[src/rtl/alu_arbiter.sv]
// Round-robin arbiter/sequencer sharing one combinational ALU between two requesters.
// Optional build macro ALU_ARB_STATS_EN adds saturating op/overflow counters (cnt0, cnt1, of_cnt).
module alu_arbiter #(
  parameter int WIDTH = 4,
  parameter int OP_W  = 3
) (
  input  logic             clk,
  input  logic             rst_n,
  input  logic             req0_valid,
  output logic             req0_ready,
  input  logic [WIDTH-1:0] req0_a,
  input  logic [WIDTH-1:0] req0_b,
  input  logic [OP_W-1:0]  req0_op,
  input  logic             req1_valid,
  output logic             req1_ready,
  input  logic [WIDTH-1:0] req1_a,
  input  logic [WIDTH-1:0] req1_b,
  input  logic [OP_W-1:0]  req1_op,
  output logic             resp0_valid,
  input  logic             resp0_ready,
  output logic [WIDTH-1:0] resp0_res,
  output logic             resp0_car,
  output logic             resp0_of,
  output logic             resp1_valid,
  input  logic             resp1_ready,
  output logic [WIDTH-1:0] resp1_res,
  output logic             resp1_car,
  output logic             resp1_of,
  output logic [WIDTH-1:0] alu_a,
  output logic [WIDTH-1:0] alu_b,
  output logic [OP_W-1:0]  alu_ctrl,
  input  logic [WIDTH-1:0] alu_res,
  input  logic             alu_car,
  input  logic             alu_of,
`ifdef ALU_ARB_STATS_EN
  output logic [7:0]       cnt0,
  output logic [7:0]       cnt1,
  output logic [7:0]       of_cnt,
`endif
  output logic             busy
);

  typedef enum logic [1:0] {
    IDLE = 2'd0,
    EXEC = 2'd1,
    RESP = 2'd2
  } state_t;

  state_t state_r;
  state_t state_nxt;
  logic   owner_r;
  logic   last_grant_r;
  logic   grant_valid_s;
  logic   grant_s;
  logic   accept_s;
  logic   resp_hs_s;

  // Grant selection: a lone requester wins; on contention the one not served last wins.
  always_comb begin
    grant_valid_s = 1'b0;
    grant_s       = 1'b0;
    if (req0_valid && req1_valid) begin
      grant_valid_s = 1'b1;
      grant_s       = ~last_grant_r;
    end else if (req0_valid) begin
      grant_valid_s = 1'b1;
      grant_s       = 1'b0;
    end else if (req1_valid) begin
      grant_valid_s = 1'b1;
      grant_s       = 1'b1;
    end else begin
      grant_valid_s = 1'b0;
      grant_s       = 1'b0;
    end
  end

  assign accept_s   = (state_r == IDLE) && grant_valid_s;
  assign req0_ready = accept_s && !grant_s;
  assign req1_ready = accept_s && grant_s;
  assign resp_hs_s  = (state_r == RESP) && (owner_r ? resp1_ready : resp0_ready);

  // Next-state logic for the IDLE -> EXEC -> RESP sequence.
  always_comb begin
    state_nxt = state_r;
    case (state_r)
      IDLE: begin
        if (grant_valid_s) begin
          state_nxt = EXEC;
        end else begin
          state_nxt = IDLE;
        end
      end
      EXEC: state_nxt = RESP;
      RESP: begin
        if (resp_hs_s) begin
          state_nxt = IDLE;
        end else begin
          state_nxt = RESP;
        end
      end
      default: state_nxt = IDLE;
    endcase
  end

  // State register and registered busy flag.
  always_ff @(posedge clk or negedge rst_n) begin
    if (!rst_n) begin
      state_r <= IDLE;
      busy    <= 1'b0;
    end else begin
      state_r <= state_nxt;
      busy    <= (state_nxt != IDLE);
    end
  end

  // Operand latch and ownership; ALU inputs hold their value outside of a new accept.
  always_ff @(posedge clk or negedge rst_n) begin
    if (!rst_n) begin
      owner_r      <= 1'b0;
      last_grant_r <= 1'b1;
      alu_a        <= {WIDTH{1'b0}};
      alu_b        <= {WIDTH{1'b0}};
      alu_ctrl     <= {OP_W{1'b0}};
    end else if (accept_s) begin
      owner_r      <= grant_s;
      last_grant_r <= grant_s;
      alu_a        <= grant_s ? req1_a : req0_a;
      alu_b        <= grant_s ? req1_b : req0_b;
      alu_ctrl     <= grant_s ? req1_op : req0_op;
    end
  end

  // Result capture into the owner's response channel; data persists after valid drops.
  always_ff @(posedge clk or negedge rst_n) begin
    if (!rst_n) begin
      resp0_valid <= 1'b0;
      resp0_res   <= {WIDTH{1'b0}};
      resp0_car   <= 1'b0;
      resp0_of    <= 1'b0;
      resp1_valid <= 1'b0;
      resp1_res   <= {WIDTH{1'b0}};
      resp1_car   <= 1'b0;
      resp1_of    <= 1'b0;
    end else if (state_r == EXEC) begin
      if (owner_r) begin
        resp1_valid <= 1'b1;
        resp1_res   <= alu_res;
        resp1_car   <= alu_car;
        resp1_of    <= alu_of;
      end else begin
        resp0_valid <= 1'b1;
        resp0_res   <= alu_res;
        resp0_car   <= alu_car;
        resp0_of    <= alu_of;
      end
    end else if (resp_hs_s) begin
      if (owner_r) begin
        resp1_valid <= 1'b0;
      end else begin
        resp0_valid <= 1'b0;
      end
    end
  end

`ifdef ALU_ARB_STATS_EN
  // Saturating completion and overflow counters.
  always_ff @(posedge clk or negedge rst_n) begin
    if (!rst_n) begin
      cnt0   <= 8'h00;
      cnt1   <= 8'h00;
      of_cnt <= 8'h00;
    end else begin
      if (resp_hs_s && !owner_r && (cnt0 != 8'hFF)) begin
        cnt0 <= cnt0 + 8'd1;
      end
      if (resp_hs_s && owner_r && (cnt1 != 8'hFF)) begin
        cnt1 <= cnt1 + 8'd1;
      end
      if ((state_r == EXEC) && alu_of && (of_cnt != 8'hFF)) begin
        of_cnt <= of_cnt + 8'd1;
      end
    end
  end
`endif

endmodule

[config.mk]
export PLATFORM = sky130hd
export DESIGN_NAME = alu_arbiter
export DESIGN_NICKNAME = d
export VERILOG_FILES = /design/src/rtl/alu_arbiter.sv
export SDC_FILE = /design/constraint.sdc
export NUM_CORES = 1
export LEC_CHECK = 0
export CAP_MARGIN = 20
export CORE_ASPECT_RATIO = 1.1
export CORE_MARGIN = 1.5
export CORE_UTILIZATION = 36
export DETAILED_ROUTE_END_ITERATION = 8
export MAX_ROUTING_LAYER = met4
export PLACE_DENSITY = 0.74
export SYNTH_ARGS = -nofsm -noshare
export SYNTH_HDL_FRONTEND = slang
export SYNTH_SLANG_ARGS = --single-unit
[constraint.sdc]
create_clock -name clk -period 1.31 [get_ports clk]
set_clock_uncertainty 0.1 [all_clocks]
set_input_delay 0.1965 -clock clk [delete_from_list [all_inputs] [get_ports clk]]
set_output_delay 0.1965 -clock clk [all_outputs]
set_load 0.01 [all_outputs]
Yosys cells after proc, flatten, opt, wreduce, memory -nomap -nowiden
Cells that the tools add are included.
W data, S select, Z words.
{ "totals": {"in_bits": 34, "output_inout_bits": 28, "reg_bits": 30} }
{ "op_classes": {"reduce_logical": 13, "bitwise_logic": 2, "eq_ne": 6, "mux": 20} }
{ "ops": {"columns": ["operator", "n"], "rows": [
  ["$mux W1", 15],
  ["$mux W4", 2],
  ["$ne A2 B2 Y1 const B", 4],
  ["$pmux W2 S3", 1],
  ["$reduce_and A3 Y1", 2],
  ["$logic_and A1 B1 Y1", 5],
  ["$reduce_and A2 Y1", 2],
  ["$reduce_bool A2 Y1", 2],
  ["$mux W3", 1],
  ["$eq A2 B1 Y1 const B", 1],
  ["$eq A2 B2 Y1 const B", 1],
  ["$logic_not A2 Y1", 1],
  ["$mux W2", 1],
  ["$not A1 Y1", 2],
  ["$logic_not A1 Y1", 1]
]} }

Depth between registers and ports, before layout
Gate-level depths: netlist of the first run.
{ "logic_depth": {"ltp_word": 6, "ltp_mapped": 4, "depth_no_buf": 3} }

Least setup slack after synthesis of the first run
Ideal clock, no wire load.
{ "synth_timing": {"path_kind": "reg-to-reg", "start": "register state_r[1]", "end": "register resp0_car", "stages_incl_launch_ff": 4, "setup_ns": 0.125, "slack_ns": -0.014, "t_required_ns": 1.085, "t_arrival_ns": 1.099, "cell_sequence": "dfrtp_1 > nand2b_1 > nor2_4 > mux2_2"} }
{ "synth_between": {"elab_chain_cells": 2} }
{ "synth_rtl": {"columns": ["element", "line_no", "text"], "rows": [
  ["start: declaration", "49", "state_t state_r;"],
  ["start signal: assignment", "111", "state_r <= state_nxt;"],
  ["$eq A2 B1 Y1", "144", "end else if (state_r == EXEC) begin"],
  ["$reduce_and A2 Y1 (no line)", null, null],
  ["end signal: assignment", "153", "resp0_car <= alu_car;"],
  ["end: declaration", "22", "output logic resp0_car,"]
]} }
Every way passes these cells.
A chain may end at the register's enable or synchronous reset.

Worst setup path in the final report of the first run
{ "layout_timing": {"start": "register last_grant_r", "end": "output port req0_ready"} }
{ "layout_between": {"elab_chain_cells": 4} }
{ "layout_rtl": {"columns": ["element", "line_no", "text"], "rows": [
  ["start: declaration", "52", "logic last_grant_r;"],
  ["start signal: assignment", "126", "last_grant_r <= grant_s;"],
  ["$not A1 Y1", "64", "grant_s = ~last_grant_r;"],
  ["$mux W1", "62", "if (req0_valid && req1_valid) begin"],
  ["$logic_not A1 Y1", "78", "assign req0_ready = accept_s && !grant_s;"],
  ["$logic_and A1 B1 Y1", "78", null],
  ["end: declaration", "10", "output logic req0_ready,"]
]} }
Every way passes these cells.

==> impl_results.md, run 1 <==
- Ant diodes: 0
- Gr ovfl total: 0
- Failing checks: setup timing
- Unique masters post-synth: 22
- DRC: 0
- Max Cap Viol: 0
- Total GRT Usage: 23.0%
- Final nets: 244
- Largest net degree at the start of global routing: 31
- Crit path from: last_grant_r
- RePlAce Congestion: 0.743
- Max Fclk: 640 MHz
- Ys async rst share: 100%
- Finished layout cell area: 2440 µm²
- Seq cells post-synth: 30
- Synthesized area: 1300 µm²
- Slowest CP cell: dfstp_2
- Via/cell ratio: 5.01
- # setup viols final: 29
- Leak pwr: 1.14 nW
- Top Ports: 62
- First drt pass iteration count: 4
- Buffers on Ports: 61
- Post-DRT Antenna Nets: 0
- Synth top cells by count: dfrtp_1, inv_1, mux2_2, o221ai_1, o21ai_0
- Setup TNS: -3.42 ns
- Critical path, cell by cell: nand2b_4 > nand3_2 > inv_1 > buf_2
- Clock root buffer: clkbuf_4
- Min Tclk post-route: 1.56 ns
- Placed cell areas: 2060 µm²
- WP buf/inv: 2
- Slew margin rel.: 71.8%
- Nature of the critical path endpoint: output pin
- Final hold vios: 0
- Initial DRC Count: 40
- Core Area: 3390 µm²
- Max Root-Sink Buffers: 2
- CTS Buf Count: 5
- Max-slew violation count: 0
- # rows: 22
- Hold Crit Class: input pin to asynchronous set/reset pin
- Mean post-synth cell area: 11.0 µm²
- Period utilization: 119%
- Top post-synthesis cells by area: dfrtp_1, mux2_2, o221ai_1, inv_1, o21ai_0
- First-pass GRT wire length: 6490 µm
- Sequential share of the synthesized area: 57.9%
- Crit path launch type: register
- Initial Utilization: 38.4%
- TritonCTS clock tree: done
- Via count: 1298
- GR Layer Usage met3: 5.09%
- Post-Syn Nets: 152
- RR Startpoint: state_r[1]
- Initial antenna violation count: 0
- Worst-path fanout max: 2
- Worst-path clk slew: 0.09 ns
- Synthesis Warnings: 0
- RSZ-0062 raised after global routing: yes
- Mapped Cells: 118
- Share of post-route cells with drive strength above 1: 41.2%
- DIE AREA: 3980 µm²
- Hpwl dp: 2690 µm
- Post-synth top flop: dfrtp_1
- Critical Path AT: 1.27 ns
- Synth-to-layout area growth: 87.6%
- GR Util met1: 24.8%
- CP required: 1.01 ns
- Status: finished, violations left
- Placed instance count: 234
- Worst stage delay on the critical path: 0.55 ns
- Number of H-tree levels: 2
- Fin worst setup slack: -0.252 ns
- Least-Margin Pin Slew: 0.422 ns
- Peak VDD IR: 1.03 mV
- CP top delay family: flip-flops
- WS Path Type: register to output pin
- Area share of the largest cell type after synthesis: 55.9%
- Die width: 60.3 µm
- Most numerous cell in the Yosys netlist: dfrtp_1
- Yosys top cell by area: dfrtp_1
- Number of global-route vias before repair: 1404
- Clock latency on the worst-skew pair: 0.32 ns
- Top Usage Layer GRT: met2
- WL per Instance: 16.4 µm
- Non-Filler Instances: 259
- Post-synth EDFFs: 0
- # clock sinks: 30
- Final Routed Wirelength: 4240 µm
- PD cells: 2260 nW/µm²
- Die H: 66.0 µm
- M2 GR Usage: 39.7%
-- logic make-up after synthesis --
logic type             count (synthesis)  synth area share (%)
and+or+nand+nor                       15                  6.07
muxes                                 12                  10.4
AOI/OAI and AO/OA                     31                  16.6
DFF                                   30                  57.9
buffers and inverters                 30                  9.05
-- placed cells by master (no fill, tap or decap) --
cell | synthesis | final
a211o_1 | 1 | 1
o22a_1 | 1 | 1
a21oi_1 | 2 | 2
a21boi_1 | 0 | 1
nand2b_4 | 0 | 2
inv_2 | 0 | 1
nand2_2 | 0 | 1
o21ai_1 | 1 | 1
o221ai_1 | 12 | 5
mux2_2 | 12 | 6
nand3_2 | 0 | 3
nand3_1 | 4 | 1
or2_4 | 0 | 2
buf_4 | 0 | 19
buf_6 | 0 | 7
dlygate4sd2_1 | 0 | 1
nor2_2 | 0 | 1
buf_12 | 0 | 3
inv_1 | 25 | 23
o221ai_2 | 0 | 7
dfrtp_1 | 29 | 29
mux2_4 | 0 | 6
clkdlybuf4s50_1 | 0 | 33
clkbuf_8 | 0 | 3
o21a_1 | 2 | 2
clkbuf_4 | 0 | 5
buf_2 | 3 | 1
dfstp_2 | 1 | 1
nor2b_2 | 0 | 1
nor2_4 | 1 | 2
inv_4 | 0 | 1
nor2_1 | 5 | 3
clkdlybuf4s15_1 | 0 | 21
clkbuf_2 | 1 | 4
o21ai_2 | 0 | 11
-- layer usage --
layer	vias to the layer above	wire [µm]
met5	-	0
met4	0	141
met3	16	148
met2	42	2360
met1	643	1580
li1	597	-
-- report_power, final --
part	internal [mW]	switching, mW	leakage [nW]
Clock	0.366	0.295	0.0446
Sequential	1.40	0.284	0.361
Combinational	1.77	1.38	0.736
Total	3.54	1.96	1.14
-- per-stage QoR --
stage | setup WS, ns | power (mW) | hold slack, ns | util [%]
CTS | -0.252 | 5.06 | 0.131 | 67.6
global placement | -0.394 | 3.99 | 0.383 | 60.9
floorplan | -0.0139 | 2.75 | -0.199 | -
finish | -0.252 | 5.50 | 0.139 | 72.0
global route | -0.288 | 5.80 | 0.138 | 72.0
detailed placement | -0.421 | 4.11 | 0.394 | 60.9
-- state kept, by name, summed over array words and instances, names as in the netlist --
| name | cells |
|---|---|
| resp0_car | 1 |
| resp0_of | 1 |
| alu_a | 4 |
| state_r | 2 |
| resp0_valid | 1 |
| resp1_of | 1 |
| alu_b | 4 |
| resp1_res | 4 |
| last_grant_r | 1 |
| resp1_valid | 1 |
| owner_r | 1 |
| resp0_res | 4 |
| busy | 1 |
| resp1_car | 1 |
| alu_ctrl | 3 |
-- area by class of cell --
class,instances,area [µm²]
sequential,30,752
inverter,25,96.3
fill,246,950
tap,48,60.1
clock buffer,8,78.8
multi-input combinational,59,593
timing repair buffer,89,856
-- timing repair --
action,4_1_cts,5_1_grt
resized for setup,78,44
setup endpoints to repair,54,50
pin swaps,9,12
gates cloned,1,0
setup buffers,10,9
hold buffers,0,0
-- worst paths after layout --
path / depth (start not counted) / slack (ns) / end
min in group clk: 3 / 0.36 / alu_a[1]
hold reg to reg: 2 / 0.43 / alu_a[3]
setup / recovery: 4 / -0.25 / req0_ready
setup reg to reg: 5 / -0.16 / resp0_of
hold / removal: 2 / 0.14 / alu_a[0]
max in group asynchronous: 2 / 0.75 / last_grant_r
Power figures use the tool's default switching activity.
==> inputs of run 2 (changes only) <==
Settings changed: CELL_PAD_IN_SITES_DETAIL_PLACEMENT set to 1, CELL_PAD_IN_SITES_GLOBAL_PLACEMENT set to 1, CORE_UTILIZATION 36 to 27, PLACE_DENSITY 0.74 to 0.75.
==> run 2 against run 1 <==
The run still ends with setup timing left. Largest cell class is now flip-flops and latches. Clock-buffer cell count is 3 lower. First-iteration DRC count is 23% lower. Critical endpoint is now req1_ready. Wire length is 1.5% higher. Global-route usage is 6.0 points lower. Combinational power is 14% lower. Setup slack better by 0.048 ns. Flip-flop and latch count stayed put. Highest routed layer unchanged. Cell area is 5.5% lower.
==> impl_results.md, run 2 (synthesized netlist as in run 1, its figures left out) <==
- Status: finished, violations left
- Failing checks: setup timing
- RR Startpoint: state_r[1]
- Via count: 1230 (-5.2%)
- Period utilization: 116% (-3.7 points)
- Fin worst setup slack: -0.203 ns (+0.0484 ns)
- CP required: 1.01 ns (about the same)
- Max-slew violation count: 0 (unchanged)
- DIE AREA: 5240 µm² (+32%)
- Number of global-route vias before repair: 1299 (-7.5%)
- CTS Buf Count: 5 (unchanged)
- Hold slack: 0.171 ns (+0.0328 ns)
- Post-DRT Antenna Nets: 0 (unchanged)
- Most common cell after layout, fill and taps aside: clkdlybuf4s50_1
- # setup viols final: 20 (-31%)
- Buffers on Ports: 61 (unchanged)
- RePlAce Congestion: 0.753 (+1.4%)
- TritonCTS clock tree: done
- Crit path launch type: register
- Clock root buffer: clkbuf_8
- PD cells: 2220 nW/µm² (-1.6%)
- Finished layout cell area: 2300 µm² (-5.5%)
- Hold Crit Class: input pin to asynchronous set/reset pin
- Share of post-route cells with drive strength above 1: 31.7% (-9.6 points)
- Crit path from: last_grant_r
- Worst-path clk slew: 0.06 ns (-0.03 ns)
- Least-Margin Pin Slew: 0.326 ns (-0.0962 ns)
- Clock latency on the worst-skew pair: 0.28 ns (-0.04 ns)
- RSZ-0062 raised after global routing: yes
- WS Path Type: register to output pin
- R2r setup slk: -0.12 ns (+0.04 ns)
- Via/cell ratio: 4.82 (-3.8%)
- Number of H-tree levels: 2 (unchanged)
- Hpwl dp: 2970 µm (+11%)
- Gr ovfl total: 0 (unchanged)
- Peak VDD IR: 0.817 mV (-21%)
- Nature of the critical path endpoint: output pin
- Max Fclk: 661 MHz (+3.2%)
- Max Root-Sink Buffers: 2 (unchanged)
- GR Util met1: 20.0% (-4.8 points)
- Non-Filler Instances: 255 (-1.5%)
- Most frequent cells in the layout: clkdlybuf4s50_1, dfrtp_1, dlygate4sd2_1
- DRC: 0 (unchanged)
- M2 GR Usage: 29.1% (-11 points)
- Final nets: 233 (-4.5%)
- Synth-to-layout area growth: 77.2%
- Final design utilization: 49.5% (-22 points)
- Ant diodes: 0 (unchanged)
- Worst-path fanout max: 2 (unchanged)
- Crit path to: req1_ready
- Die H: 75.7 µm (+15%)
- Total GRT Usage: 17.0% (-6.0 points)
- WL per Instance: 16.9 µm (+3.1%)
- Setup TNS: -1.91 ns (+1.51 ns)
- Min Tclk post-route: 1.51 ns (-0.0484 ns)
- Core Area: 4650 µm² (+37%)
- Final hold vios: 0 (unchanged)
- Initial antenna violation count: 0 (unchanged)
- # clock sinks: 30 (unchanged)
- Leak pwr: 1.11 nW (-2.9%)
- Max Cap Viol: 0 (unchanged)
- Hold buffers post-CTS: 0 (unchanged)
- Largest net degree at the start of global routing: 31 (unchanged)
- First drt pass iteration count: 4 (unchanged)
- Slew margin rel.: 78.2% (+6.4 points)
- Initial Utilization: 27.9% (-10 points)
- # rows: 26 (+18%)
- GR Layer Usage met3: 4.10% (-0.99 points)
- First-pass GRT wire length: 6600 µm (+1.6%)
- Initial DRC Count: 31 (-23%)
- Worst reg2reg endpoint: alu_a[2]
- Final Routed Wirelength: 4300 µm (+1.5%)
- Top Usage Layer GRT: met2
- Placed instance count: 242 (+3.4%)
- Top Ports: 62 (unchanged)
- Worst reg-to-reg path cell count: 5 (unchanged)
- Die width: 69.1 µm (+15%)
- Placed cell areas: 2060 µm² (-0.12%)
- Critical Path AT: 1.22 ns (-0.05 ns)
## run 2: changes by cell type in the layout (fill, tap and decap cells not counted), sizes merged
cell / change
dlygate4sd2: +24
clkdlybuf4s15: -20
buf: -11
clkbuf: -7
clkinv: +2
## run 2: routing by layer
layer  part of all wire [%]  wire, µm
met1                     41      1750
met2                     53      2290
met3                    5.0       216
met4                    1.3        54
met5                      0         0
## run 2: repair_timing
action | CTS | global route
gates resized for setup | 71 | 14
setup endpoints to repair | 55 | 31
buffers inserted | 4 | 1
pin swaps | 2 | 9
gates cloned | 1 | 0
hold endpoints to repair | 0 | 0
## run 2: worst max-delay path: stages, from the launching register on
cell and delay (ns):
dfstp_2 0.54, buf_6 0.10, nand2_4 0.04, nand3_2 0.09, inv_1 0.04, buf_2 0.13
## run 2: worst min-delay path by stage
stage              endpoint  cells after the start  slack (ns)          from
2_1_floorplan      alu_a[0]                      0       -0.20         rst_n
3_3_place_gp    resp0_valid                      1        0.39   resp0_valid
3_5_place_dp   resp0_res[2]                      1        0.40  resp0_res[2]
4_1_cts         resp1_valid                      2        0.17         rst_n
5_1_grt         resp1_valid                      2        0.18         rst_n
6_report        resp1_valid                      2        0.17         rst_n
## run 2: report_power, final
group	internal (mW)	leakage, nW	switching [mW]
Clock	0.355	0.0438	0.335
Combinational	1.46	0.704	1.26
Sequential	1.41	0.360	0.295
Total	3.22	1.11	1.89
## run 2: through the flow
stage	total power, mW	setup slack [ns]
floorplan	2.75	-0.0139
global placement	3.99	-0.460
detailed placement	4.12	-0.479
CTS	4.98	-0.212
global route	5.43	-0.249
finish	5.11	-0.203
## run 2: area by class of cell
| class | count | area [µm²] |
|---|---|---|
| multi-input cells | 59 | 567 |
| flip-flops and latches | 30 | 753 |
| well taps | 56 | 70.1 |
| fillers | 513 | 2350 |
| inverters | 25 | 93.8 |
| clock buffers | 5 | 68.8 |
| repair buffers | 78 | 738 |
| clock inverters | 2 | 10.0 |
==> inputs of run 3 (changes only) <==
Settings changed: ABC_CLOCK_PERIOD_IN_PS set to 1550, CELL_PAD_IN_SITES_DETAIL_PLACEMENT 1 to 0, CORE_UTILIZATION 27 to 30, PLACE_DENSITY 0.75 to 0.78.
Clock period 1.31 ns to 1.55 ns, I/O delays scaled along.
==> run 3 against run 2 <==
The run still ends with setup timing left. Sequential share of layout area is 1.3 points higher. Via count decreased by 4.3%. Wire length shrank 14%. Largest power group unchanged.
==> impl_results.md, run 3 (synthesized netlist as in run 1, its figures left out) <==
- Sw Ratio: 32.9% (-4.0 points)
- Ant diodes: 0 (unchanged)
- Failing checks: setup timing
- Seq pwr share: 33.2% (about the same)
- DRC: 0 (unchanged)
- Most frequent cells in the layout: clkdlybuf4s50_1, dfrtp_1, inv_1
- Clock share of power: 17.1% (+3.6 points)
- Post_cts resized: 13 (-82%)
- Placed instance count: 235 (-2.9%)
- WL per Instance: 15.2 µm (-10%)
- Leak pwr: 1.06 nW (-4.0%)
- Post-CTS setup buffers: 0 (-4)
- Core Area: 4050 µm² (-13%)
- Final nets: 224 (-3.9%)
- Total GRT Usage: 16.6% (-0.43 points)
- Finished layout cell area: 2210 µm² (-3.9%)
- Filler instances: 392 (-24%)
- Initial DRC Count: 23 (-26%)
- Crit path from: last_grant_r
- Max-slew violation count: 0 (unchanged)
- Initial antenna violation count: 0 (unchanged)
- Die H: 72.0 µm (-4.9%)
- Number of H-tree levels: 2 (unchanged)
- # clock sinks: 30 (unchanged)
- Via/cell ratio: 4.84 (+0.42%)
- Clock root buffer: clkbuf_8
- Non-Filler Instances: 243 (-4.7%)
- Min Tclk post-route: 1.55 ns
- Worst-path fanout max: 2 (unchanged)
- Clock latency on the worst-skew pair: 0.27 ns (about the same)
- Final design utilization: 54.6% (+5.1 points)
- Peak VDD IR: 0.751 mV (-8.1%)
- Via count: 1177 (-4.3%)
- Final Routed Wirelength: 3680 µm (-14%)
- Critical Path AT: 1.22 ns (about the same)
- Crit path launch type: register
- Psw: 1.38 mW (-27%)
- Max Fclk: 645 MHz
- PD cells: 1900 nW/µm² (-14%)
- First-pass GRT wire length: 5660 µm (-14%)
- CTS Buf Count: 5 (unchanged)
- TritonCTS clock tree: done
- Placed cell areas: 2030 µm² (-1.3%)
- Buffers on Ports: 61 (unchanged)
- Worst-path clk slew: 0.06 ns (about the same)
- Gr ovfl total: 0 (unchanged)
- CP required: 1.22 ns (+0.21 ns)
- RR Startpoint: state_r[1]
- Comb pwr share: 49.7% (-3.5 points)
- Hold buffers post-CTS: 0 (unchanged)
- Initial Utilization: 32.0% (+4.1 points)
- First drt pass iteration count: 4 (unchanged)
- Share of post-route cells with drive strength above 1: 22.5% (-9.1 points)
- Pwr Total: 4.20 mW (-18%)
- Post-DRT Antenna Nets: 0 (unchanged)
- # setup viols final: 1 (-95%)
- Fin worst setup slack: -0.000142 ns (+0.203 ns)
- Final hold vios: 0 (unchanged)
- Least-Margin Pin Slew: 0.286 ns (-0.0393 ns)
- RePlAce Congestion: 0.775 (+2.9%)
- Synth-to-layout area growth: 70.3%
- Most common cell after layout, fill and taps aside: clkdlybuf4s50_1
- Max Cap Viol: 0 (unchanged)
- WS Path Type: register to output pin
- RSZ-0062 raised after global routing: yes
- Pre-CTS WS: -0.311 ns (+0.168 ns)
- # rows: 24 (-7.7%)
- Top Ports: 62 (unchanged)
- Nature of the critical path endpoint: output pin
- DIE AREA: 4730 µm² (-9.6%)
- Largest net degree at the start of global routing: 31 (unchanged)
- Multi-input logic area: 485 µm² (-14%)
- Die width: 65.7 µm (-4.9%)
- Period utilization: 100%
- Slew margin rel.: 80.8% (+2.6 points)
- Internal: 2.82 mW (-12%)
- Max Root-Sink Buffers: 2 (unchanged)
- Hpwl dp: 2590 µm (-13%)
- Status: finished, violations left
- Hold Crit Class: input pin to asynchronous set/reset pin
- Reg area: 752 µm² (-0.17%)
- Number of global-route vias before repair: 1193 (-8.2%)
[run 3: layout make-up]
cell class	instances	share of cell area (%)
Clock buffer	8	4.98
Sequential cell	30	34.0
Tap cell	52	2.94
Timing Repair Buffer	70	31.9
Multi-Input combinational cell	58	21.9
Inverter	25	4.24
[run 3: layer usage]
layer  track usage [%]  routed length (µm)  vias to the layer above
li1                  -                   -                      547
met1              19.5                1470                      583
met2              27.6                1950                       40
met3              4.65                 210                        7
met4              5.09                  48                        0
met5                 -                   0                        -
[run 3: worst max-delay path, stage by stage, from the launching register on]
cell,delay [ns]
dfstp_2,0.54
buf_6,0.10
nand2_4,0.05
nand3_4,0.11
inv_2,0.04
buf_6,0.11
[run 3: final timing paths]
check	end	cells after the start	slack (ns)
worst max-delay path	req1_ready	5	-0.0001
worst min-delay path	resp0_res[3]	2	0.22
worst max register to register	resp0_res[1]	4	0.01
worst min register to register	resp0_res[0]	1	0.41
max in group asynchronous	last_grant_r	2	0.89
min in group clk	resp0_res[0]	1	0.41
[run 3: power groups by stage]
stage	clock network, mW	logic [mW]	registers (mW)
finish	0.721	2.09	1.39
global route	0.779	2.26	1.44
CTS	0.741	2.03	1.39
detailed placement	0	1.99	1.39
global placement	0	1.94	1.39
floorplan	0	0.753	1.55
[run 3: through the flow]
step	setup TNS (ns)	hold WS, ns
after global routing	-0.280	0.231
after detailed placement	-0.648	0.396
after CTS	-0.00668	0.221
after global placement	-0.576	0.390
final	-0.000142	0.217
after floorplan	0	-0.163
